File: config.mk
export PLATFORM = sky130hd
export DESIGN_NAME = dma_chunk_sequencer
export DESIGN_NICKNAME = d
export VERILOG_FILES = /design/src/rtl/dma_pkg.sv /design/src/rtl/dma_done_capture.sv /design/src/rtl/dma_chunk_sequencer.sv
export SDC_FILE = /design/constraint.sdc
export NUM_CORES = 1
export LEC_CHECK = 0
export ABC_AREA = 1
export BUFFER_PORTS_ARGS = -buffer_cell sky130_fd_sc_hd__buf_4
export CAP_MARGIN = 20
export CORE_AREA = 2 2 153 155
export DETAILED_ROUTE_END_ITERATION = 12
export DIE_AREA = 0 0 155 157
export PLACE_DENSITY_LB_ADDON = 0.08
export RECOVER_POWER = 25
export SLEW_MARGIN = 10
export SYNTH_ARGS = -nofsm -noshare
export SYNTH_HDL_FRONTEND = slang
export SYNTH_HIERARCHICAL = 1
export SYNTH_SLANG_ARGS = --single-unit
File: constraint.sdc
create_clock -name clk -period 3.5 [get_ports clk]
set_input_delay 0 -clock clk [delete_from_list [all_inputs] [get_ports clk]]
set_output_delay 0 -clock clk [all_outputs]
set_load 0.01 [all_outputs]
File: src/rtl/dma_pkg.sv
// rtl/dma_pkg.sv - shared encodings and constants for the DMA channel blocks
package dma_pkg;

  // One-hot 4-bit encoding, same style as the read/write masters
  typedef enum logic [3:0] {
    ST_IDLE  = 4'b0001,
    ST_ISSUE = 4'b0010,
    ST_WAIT  = 4'b0100,
    ST_DONE  = 4'b1000
  } dma_state_e;

  localparam int         DEFAULT_CHUNK_BYTES = 1024;
  localparam logic [2:0] AXI_SIZE_4B         = 3'b010;
  localparam logic [1:0] AXI_BURST_INCR      = 2'b01;

endpackage

File: src/rtl/dma_done_capture.sv
// rtl/dma_done_capture.sv - rising-edge detector on a master done level with a sticky seen flag
module dma_done_capture (
  input  logic clk,
  input  logic reset,
  input  logic clr,
  input  logic arm,
  input  logic done,
  output logic seen
);

  logic done_q;
  logic seen_q;
  logic rise;

  // done_q tracks the level every cycle, so a done still high from the
  // previous chunk never looks like a fresh edge once armed
  assign rise = arm & done & ~done_q;
  assign seen = seen_q | rise;

  always_ff @(posedge clk) begin
    if (reset) begin
      done_q <= 1'b0;
      seen_q <= 1'b0;
    end else begin
      done_q <= done;
      if (clr) begin
        seen_q <= 1'b0;
      end else begin
        seen_q <= seen;
      end
    end
  end

endmodule

File: src/rtl/dma_chunk_sequencer.sv
// rtl/dma_chunk_sequencer.sv - splits one DMA transfer into bounded chunks and sequences both masters
module dma_chunk_sequencer
  import dma_pkg::*;
#(
  parameter int ADDR_WIDTH  = 32,
  parameter int LEN_WIDTH   = 32,
  parameter int CHUNK_BYTES = DEFAULT_CHUNK_BYTES,
  parameter int CNT_WIDTH   = 16
) (
  input  logic                  clk,
  input  logic                  reset,
  input  logic                  i_start,
  input  logic [ADDR_WIDTH-1:0] i_src_addr,
  input  logic [ADDR_WIDTH-1:0] i_dst_addr,
  input  logic [LEN_WIDTH-1:0]  i_total_len,
  input  logic                  i_irq_clr,
  output logic                  o_rd_start,
  output logic [ADDR_WIDTH-1:0] o_rd_addr,
  output logic                  o_wr_start,
  output logic [ADDR_WIDTH-1:0] o_wr_addr,
  output logic [LEN_WIDTH-1:0]  o_chunk_len,
  input  logic                  i_rd_done,
  input  logic                  i_wr_done,
  input  logic                  i_rd_err,
  input  logic                  i_wr_err,
  output logic                  o_busy,
  output logic                  o_done,
  output logic                  o_err,
  output logic                  o_irq,
  output logic [CNT_WIDTH-1:0]  o_chunk_cnt
);

  localparam logic [LEN_WIDTH-1:0] CHUNK_L = LEN_WIDTH'(CHUNK_BYTES);

  dma_state_e state, state_nxt;

  logic [ADDR_WIDTH-1:0] rd_addr_q, wr_addr_q;
  logic [LEN_WIDTH-1:0]  remaining_q, chunk_len_q;
  logic [CNT_WIDTH-1:0]  cnt_q;
  logic                  busy_q, err_q, irq_q;

  logic [LEN_WIDTH-1:0]  len_w, rem_after, rem_src, chunk_nxt;
  logic [ADDR_WIDTH-1:0] chunk_addr;
  logic                  rd_seen, wr_seen, both_seen, err_now;
  logic                  in_issue, in_wait;
  logic                  unused_len_bits;

  assign unused_len_bits = ^i_total_len[1:0];

  assign in_issue = (state == ST_ISSUE);
  assign in_wait  = (state == ST_WAIT);

  dma_done_capture u_rd_cap (
    .clk   (clk),
    .reset (reset),
    .clr   (in_issue),
    .arm   (in_wait),
    .done  (i_rd_done),
    .seen  (rd_seen)
  );

  dma_done_capture u_wr_cap (
    .clk   (clk),
    .reset (reset),
    .clr   (in_issue),
    .arm   (in_wait),
    .done  (i_wr_done),
    .seen  (wr_seen)
  );

  assign len_w      = {i_total_len[LEN_WIDTH-1:2], 2'b00};
  assign rem_after  = remaining_q - chunk_len_q;
  assign both_seen  = rd_seen & wr_seen;
  assign err_now    = err_q | i_rd_err | i_wr_err;
  assign chunk_addr = ADDR_WIDTH'(chunk_len_q);

  // Chunk length is registered on the way into ISSUE, so it is computed
  // from whatever "remaining" will be once that transition happens
  assign rem_src   = (state == ST_IDLE) ? len_w : rem_after;
  assign chunk_nxt = (rem_src > CHUNK_L) ? CHUNK_L : rem_src;

  always_comb begin
    state_nxt = state;
    case (state)
      ST_IDLE:  if (i_start) state_nxt = (len_w == '0) ? ST_DONE : ST_ISSUE;
      ST_ISSUE: state_nxt = ST_WAIT;
      ST_WAIT:  if (both_seen) state_nxt = (err_now || rem_after == '0) ? ST_DONE : ST_ISSUE;
      ST_DONE:  state_nxt = ST_IDLE;
      default:  state_nxt = ST_IDLE;
    endcase
  end

  always_ff @(posedge clk) begin
    if (reset) begin
      state       <= ST_IDLE;
      rd_addr_q   <= '0;
      wr_addr_q   <= '0;
      remaining_q <= '0;
      chunk_len_q <= '0;
      cnt_q       <= '0;
      busy_q      <= 1'b0;
      err_q       <= 1'b0;
      irq_q       <= 1'b0;
    end else begin
      state <= state_nxt;
      // A set in DONE below overrides a clear requested in the same cycle
      if (i_irq_clr) irq_q <= 1'b0;
      case (state)
        ST_IDLE: begin
          if (i_start) begin
            rd_addr_q   <= i_src_addr;
            wr_addr_q   <= i_dst_addr;
            remaining_q <= len_w;
            chunk_len_q <= chunk_nxt;
            cnt_q       <= '0;
            err_q       <= 1'b0;
            busy_q      <= 1'b1;
          end
        end
        ST_WAIT: begin
          if (i_rd_err || i_wr_err) err_q <= 1'b1;
          if (both_seen) begin
            rd_addr_q   <= rd_addr_q + chunk_addr;
            wr_addr_q   <= wr_addr_q + chunk_addr;
            remaining_q <= rem_after;
            chunk_len_q <= chunk_nxt;
            cnt_q       <= cnt_q + CNT_WIDTH'(1);
          end
        end
        ST_DONE: begin
          busy_q <= 1'b0;
          irq_q  <= 1'b1;
        end
        default: ;
      endcase
    end
  end

  assign o_rd_start  = in_issue;
  assign o_wr_start  = in_issue;
  assign o_rd_addr   = rd_addr_q;
  assign o_wr_addr   = wr_addr_q;
  assign o_chunk_len = chunk_len_q;
  assign o_busy      = busy_q;
  assign o_done      = (state == ST_DONE);
  assign o_err       = err_q;
  assign o_irq       = irq_q;
  assign o_chunk_cnt = cnt_q;

endmodule
Word-level counts from Yosys, hierarchy flattened

Cells that the tools add are included.
Widths: inputs -> output; s select.

Add/sub/neg operators: 4
$lt $le $gt $ge: 1
Eq/ne operators: 7
Muxes and demuxes: 29
Bitwise logic cells: 11
Reduce and logical (&&, ||, !) cells: 12

Operator list:

| operator              | number |
|---|---|
| $mux 32               | 10 |
| $pmux 32 s2           | 4 |
| $add 32x32->32        | 2 |
| $logic_not 32->1      | 2 |
| $gt 32x11->1 const B  | 1 |
| $mux 16               | 2 |
| $pmux 16 s2           | 1 |
| $sub 32x32->32        | 1 |
| $add 16x1->16 const B | 1 |
| $mux 4                | 4 |
| $pmux 4 s3            | 1 |
| $ne 2x2->1 const B    | 3 |
| $reduce_and 3->1      | 2 |
| $reduce_bool 2->1     | 3 |
| $and 1x1->1           | 5 |
| $mux 1                | 5 |
| $eq 4x1->1 const B    | 1 |
| $eq 4x2->1 const B    | 1 |
| $eq 4x3->1 const B    | 1 |
| $eq 4x4->1 const B    | 1 |
| $or 1x1->1            | 4 |
| $pmux 1 s2            | 2 |
| $reduce_and 2->1      | 2 |
| $logic_or 1x1->1      | 2 |
| other kinds (2)       | 3 |

Register bits: 155
Bits of input ports: 104
Output and inout port bits: 118

Depth between registers and ports, before layout

Gate-level depths: netlist of run 1.

Depth after elaboration: 7
Depth in mapped cells: 21

Hierarchy

Netlist of run 1, hierarchy kept.

Modules (own cells, without submodules):

| module              | times used | cells each | area an instance (sq um) | seq. area each (sq um) |
|---|---|---|---|---|
| dma_chunk_sequencer | 1          | 2,121      | 12,797.3                 | 3,022.9 |
| dma_done_capture    | 2          | 10         | 78.8                     | 40.0 |

Worst setup path before layout of run 1

OpenSTA, ideal clock, no wires.

Path kind: register -> register
From: register chunk_len_q[0] (netlist: o_chunk_len[0])
To: register rd_addr_q[24] (netlist: o_rd_addr[24])
Library setup time: 0.070 ns
Arrival time: 2.524 ns
Data required time: 3.430 ns
Slack: 0.906 ns
Stages on the path, launching flop included: 15
Path buffers: 0
Period minus slack after synthesis: 2.594 ns
Cell sequence: dfxtp_1 -> ha_1 -> inv_1 -> fa_1 -> nand3b_1 -> nand2_1 -> a21oi_1 -> o21ai_0 -> a21boi_0 -> o21ai_0 -> nand2_1 -> nand2_1 -> or2_2 -> nand3_1 -> a21oi_1

Longest elaborated chain between the ends: 3

RTL lines:

| what                   | RTL line                   | RTL |
|---|---|---|
| start, declared        | dma_chunk_sequencer.sv:38  | `logic [LEN_WIDTH-1:0] remaining_q, chunk_len_q;` |
| start signal, assigned | dma_chunk_sequencer.sv:114 | `chunk_len_q <= chunk_nxt;` |
| start signal, assigned | dma_chunk_sequencer.sv:126 | `chunk_len_q <= chunk_nxt;` |
| $add 32x32->32         | dma_chunk_sequencer.sv:123 | `rd_addr_q <= rd_addr_q + chunk_addr;` |
| $mux 32                | dma_chunk_sequencer.sv:122 | `if (both_seen) begin` |
| $pmux 32 s2            | dma_chunk_sequencer.sv:108 | `case (state)` |
| end signal, assigned   | dma_chunk_sequencer.sv:111 | `rd_addr_q <= i_src_addr;` |
| end signal, assigned   | dma_chunk_sequencer.sv:123 |  |
| end, declared          | dma_chunk_sequencer.sv:37  | `logic [ADDR_WIDTH-1:0] rd_addr_q, wr_addr_q;` |

Every way passes these cells. The select of a mux whose other input is x is not followed.
A chain may end at the register's enable or synchronous reset.

Worst setup path in the final report of run 1

Ends and elaborated chain as after synthesis.

==> results of run 1 <==
-- Yosys cell counts, types with 3 or more instances --
library cell and n:
nand3_2 9, o21ai_1 3, clkbuf_1 50, nor2_2 8, dfxtp_1 155, nand4_1 26, xor2_1 23, nor3_1 39
buf_4 4, inv_2 13, or2_1 4, a211oi_1 5, o21ai_0 147, nand2_1 621, or2_2 20, nand3b_1 8
a21oi_1 154, nand3_1 138, nor4_1 11, buf_2 10, o21bai_1 16, inv_1 309, ha_1 94, o21a_1 3
fa_1 3, nor3_2 3, a21o_1 12, a31oi_1 54, xnor2_1 17, o211ai_1 7, nor2_1 148, a221oi_1 4
-- stage by stage --
step,cells,total power [mW],hold WS (ns)
after floorplan,2141,8.85,0.0712
after global placement,2609,11.1,0.220
after detailed placement,2609,11.3,0.234
after CTS,2721,13.3,0.0235
after global routing,2721,14.5,0.0612
final,2721,13.3,0.0323
-- path summary, 6_finish.rpt --
kind / from / to / slack, ns / depth (start not counted)
hold / removal: i_total_len[7] / o_chunk_len[7] / 0.03 / 5
setup / recovery: o_chunk_len[0] / o_rd_addr[24] / 0.31 / 15
hold reg to reg: o_irq / o_irq / 0.47 / 2
setup reg to reg: o_chunk_len[0] / o_rd_addr[24] / 0.31 / 15
-- cell type report --
class / count / share of cell area, %
Inverter: 323 / 7.54
Clock buffer: 20 / 2.84
Multi-Input combinational cell: 1596 / 52.0
Tap cell: 285 / 2.22
Clock inverter: 12 / 0.817
Timing Repair Buffer: 330 / 15.2
Sequential cell: 155 / 19.3
-- state kept, by name, summed over array words and instances (netlist names) --
register / count
o_chunk_len: 32
o_irq: 1
o_rd_addr: 32
u_rd_cap/seen_q: 1
o_wr_addr: 32
remaining_q: 32
o_busy: 1
o_err: 1
u_wr_cap/done_q: 1
state: 4
o_chunk_cnt: 16
u_wr_cap/seen_q: 1
u_rd_cap/done_q: 1
-- critical path, cell delays in order, from the launching register on --
cell and delay (ns):
dfxtp_1 0.44, ha_1 0.28, inv_1 0.08, fa_1 0.42, nand3b_1 0.20, nand2_1 0.16
a21oi_1 0.13, o21ai_0 0.21, buf_4 0.17, a21boi_0 0.15, o21ai_0 0.37, nand2_1 0.11
nand2_1 0.10, or2_2 0.11, nand3_1 0.06, a21oi_1 0.14
-- per-layer routing --
layer  track usage (%)  vias up
met5                 0        -
met2              63.8      726
li1                  -     7569
met4              18.2        0
met1              47.9     7097
met3              5.23      152
-- cell families (layout without fill, tap and decap cells) --
kind of cell | after synthesis | in the layout
flops | 155 | 155
buf+inv | 390 | 685
simple gates | 1043 | 1043
fa+ha+maj | 97 | 97
compound gates | 416 | 416
xor+xnor | 40 | 40
-- repair_timing --
| item | CTS | global route |
|---|---|---|
| gates resized for setup | 0 | 1 |
| hold buffers | 80 | 0 |
| endpoints found under the setup margin | 0 | 1 |
| endpoints found under the hold margin | 81 | 0 |
-- power by group --
part	switching, mW	internal (mW)	total, mW
logic	5.96	2.92	8.89
clock network	0.838	1.04	1.88
registers	0.357	2.19	2.55
total	7.16	6.15	13.3
==> impl_metrics.py, run 1 <==
metrics = {
    "status": {
        "status": "finished, final reports clean",
    },
    "final_layout": {
        "seq_area_um2": 3100,
        "drive_gt1_share_pct": 11.4,
        "fin_util_pct": 71.4,
        "nNetsFinal": 2624,
        "antenna_cells": 0,
        "final_cell_mix": "nand2_1, inv_1, buf_4, dfxtp_1, a21oi_1",
        "final_common_cell": "nand2_1",
        "fill_cells": 1963,
        "multi_input_area_um2": 8370,
        "final_cell_area_um2": 16100,
        "synthToLayoutAreaGrowth_pct": 24.1,
    },
    "global_route": {
        "grt_pass1_vias": 14800,
        "grt_usage_pct": 37.9,
        "grt_pass1_wl_um": 73500,
        "grt_max_degree": 139,
        "antenna_found_initial": 0,
        "grt_remaining_overflow": 0,
    },
    "cts": {
        "cts-buffers-inserted": 17,
        "clk_path_buf_depth": 2,
        "clock-sinks": 155,
        "clock-root-buffer": "clkbuf_16",
        "clk_pin_slew_ns": 0.08,
        "insertion_delay_ns": 0.43,
        "postCtsSetupBuffers": 0,
        "cts_tree": "yes",
        "h-tree-depth": 4,
    },
    "power": {
        "p_leak_nw": 8.30,
        "cellPowerDensity_nw_per_um2": 828,
        "peakVddDrop_mv": 0.836,
    },
    "hold_path": {
        "hold_path.class": "in2reg",
    },
    "routing": {
        "vias": 15500,
        "via_per_inst": 5.71,
        "drt-met1-wl_um": 19400,
        "drtAntennaViolNets": 0,
        "highest_layer": "met4",
        "postRouteWirelength_um": 46700,
        "first_pass_iters": 6,
        "drtIter0Drc": 1376,
        "drc_errors": 0,
        "wl_met2_um": 21600,
        "dr_wl_met3_um": 3620,
        "wl_per_cell_um": 17.2,
    },
    "placed_design": {
        "dpl_cell_area_um2": 14900,
        "gp_congestion": 0.936,
        "place_ws_ns": 0.366,
        "dp_hpwl_um": 34400,
        "portBuffers": 219,
    },
    "synthesis": {
        "synthTopCellsByArea": "dfxtp_1, nand2_1, ha_1, inv_1, a21oi_1",
        "synthAdderAreaFrac_pct": 9.54,
        "yosysTopAreaCellShare_pct": 24.0,
        "synth_area_um2": 13000,
        "synth_top_family_by_area": "simple AND/OR/NAND/NOR gates",
        "synthXorXnorAreaFrac_pct": 2.70,
        "synth_cell_types": 46,
        "synth_area_per_cell_um2": 6.05,
        "yosysSeqAreaShare_pct": 24.0,
        "synth_edf_count": 0,
        "synth_mux_area_share_pct": 0,
        "ys_ff_latch": 155,
        "synth-simple-area-share_pct": 34.4,
        "syn_inst": 2141,
        "syn_nets": 2342,
        "async_flop_share_pct": 0,
        "yosysWarnings": 6,
        "synth_flop_cell": "dfxtp_1",
        "synth_compound_area_share_pct": 17.8,
        "yosysTopAreaCell": "dfxtp_1",
    },
    "worst_setup_path": {
        "path_class": "reg2reg",
        "crit_fanout": 5,
        "start_kind": "flip-flop",
        "cp-end-kind": "flip-flop",
        "critical_path_arrival_ns": 3.56,
        "cp.required_ns": 3.87,
    },
    "sta": {
        "slew_viol_final": 0,
        "tightest_slew_ns": 0.758,
        "hold_viol": 0,
        "min_period_over_period_pct": 91.0,
        "clock-skew-final_ns": 0.0179,
        "timing.final.ws_setup_ns": 0.315,
        "setup_tns_ns": 0,
        "fmaxAchievable_ghz": 0.314,
        "rsz0062_at_grt": "false",
        "max_slew_margin_pct": 49.5,
        "setup_viol": 0,
        "min_period_ns": 3.19,
    },
    "floorplan": {
        "die_h_um": 157,
        "coreArea_um2": 22500,
        "io_pins": 222,
        "rows": 55,
        "initial_utilization_pct": 57.6,
        "dieArea_um2": 24300,
        "die_width_um": 155,
    },
    "flow_run": {
        "maxCapViolCount": 0,
    },
}
(Power assumes the default switching activity.)
==> run 2: changes to the inputs <==
- CELL_PAD_IN_SITES_DETAIL_PLACEMENT: unset -> 0
- CELL_PAD_IN_SITES_GLOBAL_PLACEMENT: unset -> 1
- CORE_AREA: 2 2 153 155 -> 2 2 183 185
- DIE_AREA: 0 0 155 157 -> 0 0 185 187
==> run 2 against run 1 <==
Compared with the run above:
- clock power grew 12%
- core utilization decreased by 21 points
- first-iteration DRC count shrank 39%
- worst setup slack lost 0.025 ns
- highest routed layer unchanged
==> impl_metrics.py, run 2 (same netlist as run 1, synthesis figures left out) <==
metrics = {
    "worst_setup_path": {
        "critical_path_arrival_ns": 3.56,
        "cp.required_ns": 3.85,
        "rr_startpoint": "o_chunk_len[0]",
        "cpMostUsedCell": "nand2_1",
        "cpMaxStageDelayCell": "fa_1",
        "slowest_delay_ns": 0.41,
        "crit_fanout": 11,
        "reg2reg_depth": 21,
        "start_kind": "flip-flop",
        "crit_chain": "ha_1 > fa_1 > inv_1 > nand3_1 > nand2_1 > nand2_1 > nand2_1 > nand2_1 > nand2_1 > nand2_1 > nand2_1 > nand2_1 > nand3_2 > nand2_2 > nor2_1 > nand2_1 > nor2_2 > buf_12 > nand2_1 > o21bai_1 > inv_1",
        "rr_endpoint": "o_chunk_len[10]",
        "cp-end-kind": "flip-flop",
        "regToRegSetupSlack_ns": 0.29,
        "path_class": "reg2reg",
    },
    "routing": {
        "drc_errors": 0,
        "via_per_inst": 5.08,
        "vias": 14700,
        "drtAntennaViolNets": 0,
        "drtIter0Drc": 845,
        "postRouteWirelength_um": 48800,
        "wl_per_cell_um": 16.8,
        "first_pass_iters": 6,
    },
    "global_route": {
        "grt_pass1_vias": 13900,
        "grt_remaining_overflow": 0,
        "antenna_found_initial": 0,
        "grt_max_degree": 112,
        "grt_usage_pct": 28.0,
        "grt_pass1_wl_um": 75200,
    },
    "final_layout": {
        "synthToLayoutAreaGrowth_pct": 26.8,
        "drive_gt1_share_pct": 11.6,
        "final_cell_mix": "nand2_1, inv_1, buf_4, dfxtp_1, a21oi_1",
        "fill_cells": 3579,
        "seq_area_um2": 3100,
        "final_cell_area_um2": 16400,
        "nNetsFinal": 2635,
        "final_common_cell": "nand2_1",
        "multi_input_area_um2": 8360,
        "antenna_cells": 0,
    },
    "cts": {
        "cts_tree": "yes",
        "clock-sinks": 155,
        "clock-root-buffer": "clkbuf_16",
        "clk_pin_slew_ns": 0.07,
        "clk_path_buf_depth": 2,
        "cts-buffers-inserted": 17,
        "h-tree-depth": 4,
        "insertion_delay_ns": 0.46,
    },
    "floorplan": {
        "rows": 67,
        "die_h_um": 187,
        "coreArea_um2": 32900,
        "die_width_um": 185,
        "dieArea_um2": 34600,
        "initial_utilization_pct": 39.4,
        "io_pins": 222,
    },
    "sta": {
        "fmaxAchievable_ghz": 0.311,
        "setup_viol": 0,
        "max_slew_margin_pct": 31.7,
        "hold_viol": 0,
        "tightest_slew_ns": 1.03,
        "rsz0062_at_grt": "false",
        "min_period_ns": 3.21,
        "clock-skew-final_ns": 0.0139,
        "slew_viol_final": 0,
        "min_period_over_period_pct": 91.7,
        "setup_tns_ns": 0,
    },
    "hold_path": {
        "min_to": "remaining_q[20]",
        "min_from": "i_total_len[20]",
        "hold_path.class": "in2reg",
        "hold_depth": 5,
    },
    "placed_design": {
        "dp_hpwl_um": 37700,
        "dpl_cell_area_um2": 15200,
        "gp_congestion": 0.903,
        "portBuffers": 219,
    },
    "power": {
        "peakVddDrop_mv": 0.493,
        "p_leak_nw": 8.38,
        "cellPowerDensity_nw_per_um2": 827,
    },
    "status": {
        "status": "finished, final reports clean",
    },
    "flow_run": {
        "maxCapViolCount": 0,
    },
}
run 2: changes by cell type in the layout (fill, tap and decap cells not counted), moves of 2 or more:
cell | previous run | this run
inv_6 | 3 | 6
clkbuf_8 | 2 | 0
buf_4 | 180 | 186
dlygate4sd3_1 | 80 | 84
bufinv_16 | 1 | 4
clkinv_4 | 2 | 0
run 2: worst max path at each step:
| stage | start | endpoint | slack (ns) | cells after the start |
|---|---|---|---|---|
| 6_report | o_chunk_len[0] | o_chunk_len[10] | 0.29 | 21 |
| 5_1_grt | o_chunk_len[0] | o_chunk_len[10] | 0.06 | 21 |
| 4_1_cts | o_chunk_len[0] | o_chunk_len[10] | 0.29 | 21 |
| 3_5_place_dp | o_chunk_len[0] | o_chunk_len[10] | 0.31 | 21 |
| 3_3_place_gp | o_chunk_len[23] | o_chunk_len[10] | 0.32 | 18 |
| 2_1_floorplan | o_chunk_len[0] | o_rd_addr[24] | 0.91 | 14 |
run 2: power breakdown:
part           total [mW]  internal, mW  leakage (nW)  switching (mW)
Combinational        8.95          2.95          6.81            6.00
Sequential           2.54          2.19          1.27           0.344
Clock                2.10          1.21         0.301           0.890
run 2: worst max-delay path, delay by kind of cell, from the launching register on:
kind | cells | cell delay, ns
simple gates | 15 | 1.63
fa+ha+maj | 2 | 0.66
flops | 1 | 0.36
buf+inv | 3 | 0.33
compound gates | 1 | 0.12
run 2: layout make-up:
| class | instances | share of cell area [%] |
|---|---|---|
| multi-input cells | 1596 | 50.9 |
| flip-flops and latches | 155 | 18.9 |
| repair buffers | 341 | 15.6 |
| inverters | 323 | 7.38 |
| well taps | 448 | 3.41 |
| clock buffers | 18 | 2.61 |
| clock inverters | 14 | 1.26 |
run 2: timing repair:
action | in CTS | in global routing
setup buffers | 0 | 0
resized for setup | 0 | 1
hold endpoints to repair | 84 | 0
hold buffers | 84 | 0
endpoints found under the setup margin | 0 | 1
run 2: layer usage:
metal  up-vias  wire length, µm  track usage [%]
li1       7603                -                -
met1      6677            23500             38.5
met2       355            21700             45.1
met3        61             2240             3.70
met4         0             1370             9.37
met5         -                0                0
run 2: through the flow:
step | hold WS (ns) | instances | setup slack [ns] | power [mW] | util (%)
3_3_place_gp | 0.213 | 2779 | 0.324 | 11.5 | 46.3
5_1_grt | 0.0288 | 2895 | 0.0647 | 14.9 | 50.0
2_1_floorplan | 0.0712 | 2141 | 0.906 | 8.85 | -
3_5_place_dp | 0.218 | 2779 | 0.310 | 11.5 | 46.3
6_report | 0.0257 | 2895 | 0.290 | 13.6 | 50.0
4_1_cts | 0.00104 | 2895 | 0.293 | 13.7 | 50.8
==> run 3: changes to the inputs <==
- GPL_TIMING_DRIVEN: unset -> 0
- HOLD_SLACK_MARGIN: unset -> 0.15
==> run 3 against run 2 <==
Compared with the run above:
- flip-flop and latch count unchanged
- die area unchanged
- count of clock-buffer cells in the layout is the same
- critical endpoint is now o_chunk_len[5]
- sequential share of layout area hardly changed
- sequential power barely moved
- power grew 1.7%
- largest cell class unchanged
- critical path depth is 7 lower
- non-clock buffer count grew 52
==> impl_metrics.py, run 3 (same netlist as run 1, synthesis figures left out) <==
metrics = {
    "sta": {
        "max_slew_margin_pct": 25.8,
        "rsz0062_at_grt": "false",
        "timing.final.ws_setup_ns": 0.189,
        "hold_viol": 0,
        "slew_viol_final": 0,
        "clock-skew-final_ns": 0.0162,
        "fmaxAchievable_ghz": 0.302,
        "min_period_over_period_pct": 94.6,
        "tightest_slew_ns": 1.11,
        "fin_hold_ws_ns": 0.297,
        "setup_viol": 0,
        "min_period_ns": 3.31,
    },
    "placed_design": {
        "dp_cells": 2808,
        "dp_hpwl_um": 44500,
        "gp_congestion": 0.941,
        "place_ws_ns": -0.639,
        "portBuffers": 219,
    },
    "flow_run": {
        "maxCapViolCount": 0,
    },
    "floorplan": {
        "die_width_um": 185,
        "coreArea_um2": 32900,
        "die_h_um": 187,
        "initial_utilization_pct": 39.4,
        "rows": 67,
        "dieArea_um2": 34600,
        "io_pins": 222,
    },
    "routing": {
        "postRouteWirelength_um": 55700,
        "drt-met1-wl_um": 24900,
        "drtIter0Drc": 1201,
        "dr_wl_met3_um": 3110,
        "wl_met2_um": 25900,
        "via_per_inst": 5.18,
        "highest_layer": "met4",
        "drc_errors": 0,
        "drtAntennaViolNets": 0,
        "vias": 15300,
        "wl_per_cell_um": 18.9,
        "first_pass_iters": 7,
    },
    "worst_setup_path": {
        "path_class": "reg2reg",
        "crit_fanout": 11,
        "regToRegSetupSlack_ns": 0.19,
        "start_kind": "flip-flop",
        "cp-end-kind": "flip-flop",
        "critical_path_arrival_ns": 3.69,
        "cp.required_ns": 3.88,
    },
    "final_layout": {
        "fin_util_pct": 50.6,
        "synthToLayoutAreaGrowth_pct": 28.3,
        "nNetsFinal": 2687,
        "layout.cells.non_filler": 2947,
        "final_cell_mix": "nand2_1, inv_1, buf_4, a21oi_1, nor2_1",
        "antenna_cells": 0,
        "final_common_cell": "nand2_1",
        "drive_gt1_share_pct": 11.4,
        "fill_cells": 3588,
    },
    "global_route": {
        "antenna_found_initial": 0,
        "grt_pass1_vias": 14400,
        "grt_pass1_wl_um": 83100,
        "grt_usage_pct": 32.0,
        "grt_remaining_overflow": 0,
        "grt_max_degree": 17,
    },
    "cts": {
        "clock-root-buffer": "clkbuf_16",
        "clk_path_buf_depth": 2,
        "clock-sinks": 155,
        "cts-buffers-inserted": 17,
        "insertion_delay_ns": 0.47,
        "clk_pin_slew_ns": 0.07,
        "h-tree-depth": 4,
        "cts_tree": "yes",
    },
    "power": {
        "cellPowerDensity_nw_per_um2": 831,
        "p_int_mw": 6.24,
        "switching_power_mw": 7.57,
        "p_leak_nw": 8.41,
        "seqPwrFrac_pct": 18.6,
        "combPwrFrac_pct": 67.0,
        "p_total_mw": 13.8,
        "peakVddDrop_mv": 0.630,
        "switching_share_pct": 54.8,
        "pwr-share-clk_pct": 14.4,
    },
    "hold_path": {
        "hold_path.class": "in2reg",
    },
    "status": {
        "status": "finished, final reports clean",
    },
}
run 3: changes by cell type in the layout (fill, tap and decap cells not counted), moves of 3 or more:
cell	change
clkbuf_1	+49
buf_4	-29
dfxtp_1	-22
dfxtp_2	+22
dlygate4sd3_1	+22
buf_2	+10
buf_12	-3
run 3: routing by layer:
| layer | global-route usage (%) | vias to the layer above |
|---|---|---|
| li1 | - | 7693 |
| met1 | 41.9 | 7029 |
| met2 | 53.6 | 452 |
| met3 | 4.42 | 82 |
| met4 | 10.7 | 0 |
| met5 | 0 | - |
run 3: metrics by stage:
stage	setup TNS, ns	area [µm²]
after floorplan	0	13000
after global placement	-36.35	15200
after detailed placement	-48.74	15200
after CTS	0	16800
after global routing	0	16600
final	0	16600
run 3: timing repair:
action / in CTS / in global routing
gates resized for setup: 3 / 28
pin swaps: 1 / 0
hold buffers: 106 / 0
buffers inserted: 1 / 0
hold endpoints to repair: 113 / 0
setup endpoints to repair: 139 / 15
run 3: critical path, cell delays in order (launching register included):
cell and delay [ns]:
dfxtp_1 0.38, inv_1 0.07, nand2_1 0.13, nor3_4 0.06, clkbuf_4 0.24, nand3_1 0.16, nand2_1 0.08, nand3_1 0.32
nand2_1 0.14, buf_4 0.24, inv_2 0.18, buf_2 0.30, clkbuf_1 0.64, nand2_1 0.11, a21oi_1 0.17
run 3: path summary, 6_finish.rpt:
path	depth (start not counted)	end	startpoint
min	4	u_rd_cap/done_q	i_rd_done
max reg2reg	14	o_chunk_len[5]	state[1]
max	14	o_chunk_len[5]	state[1]
min reg2reg	2	o_irq	o_irq
run 3: power by group through the flow:
stage,Combinational [mW],Clock (mW),Sequential [mW]
2_1_floorplan,6.26,0,2.60
6_report,9.25,1.99,2.57
4_1_cts,9.31,2.01,2.57
3_5_place_dp,9.18,0,2.60
3_3_place_gp,9.13,0,2.59
5_1_grt,10.4,2.09,2.61
run 3: layout make-up:
cell class	instances	area, µm²	share of cell area (%)
clock buffer	18	429	2.58
buffer	67	292	1.75
timing repair buffer	326	2460	14.8
inverter	323	1210	7.29
sequential	155	3130	18.8
clock inverter	14	171	1.03
multi-input combinational	1596	8360	50.3
tap	448	561	3.37
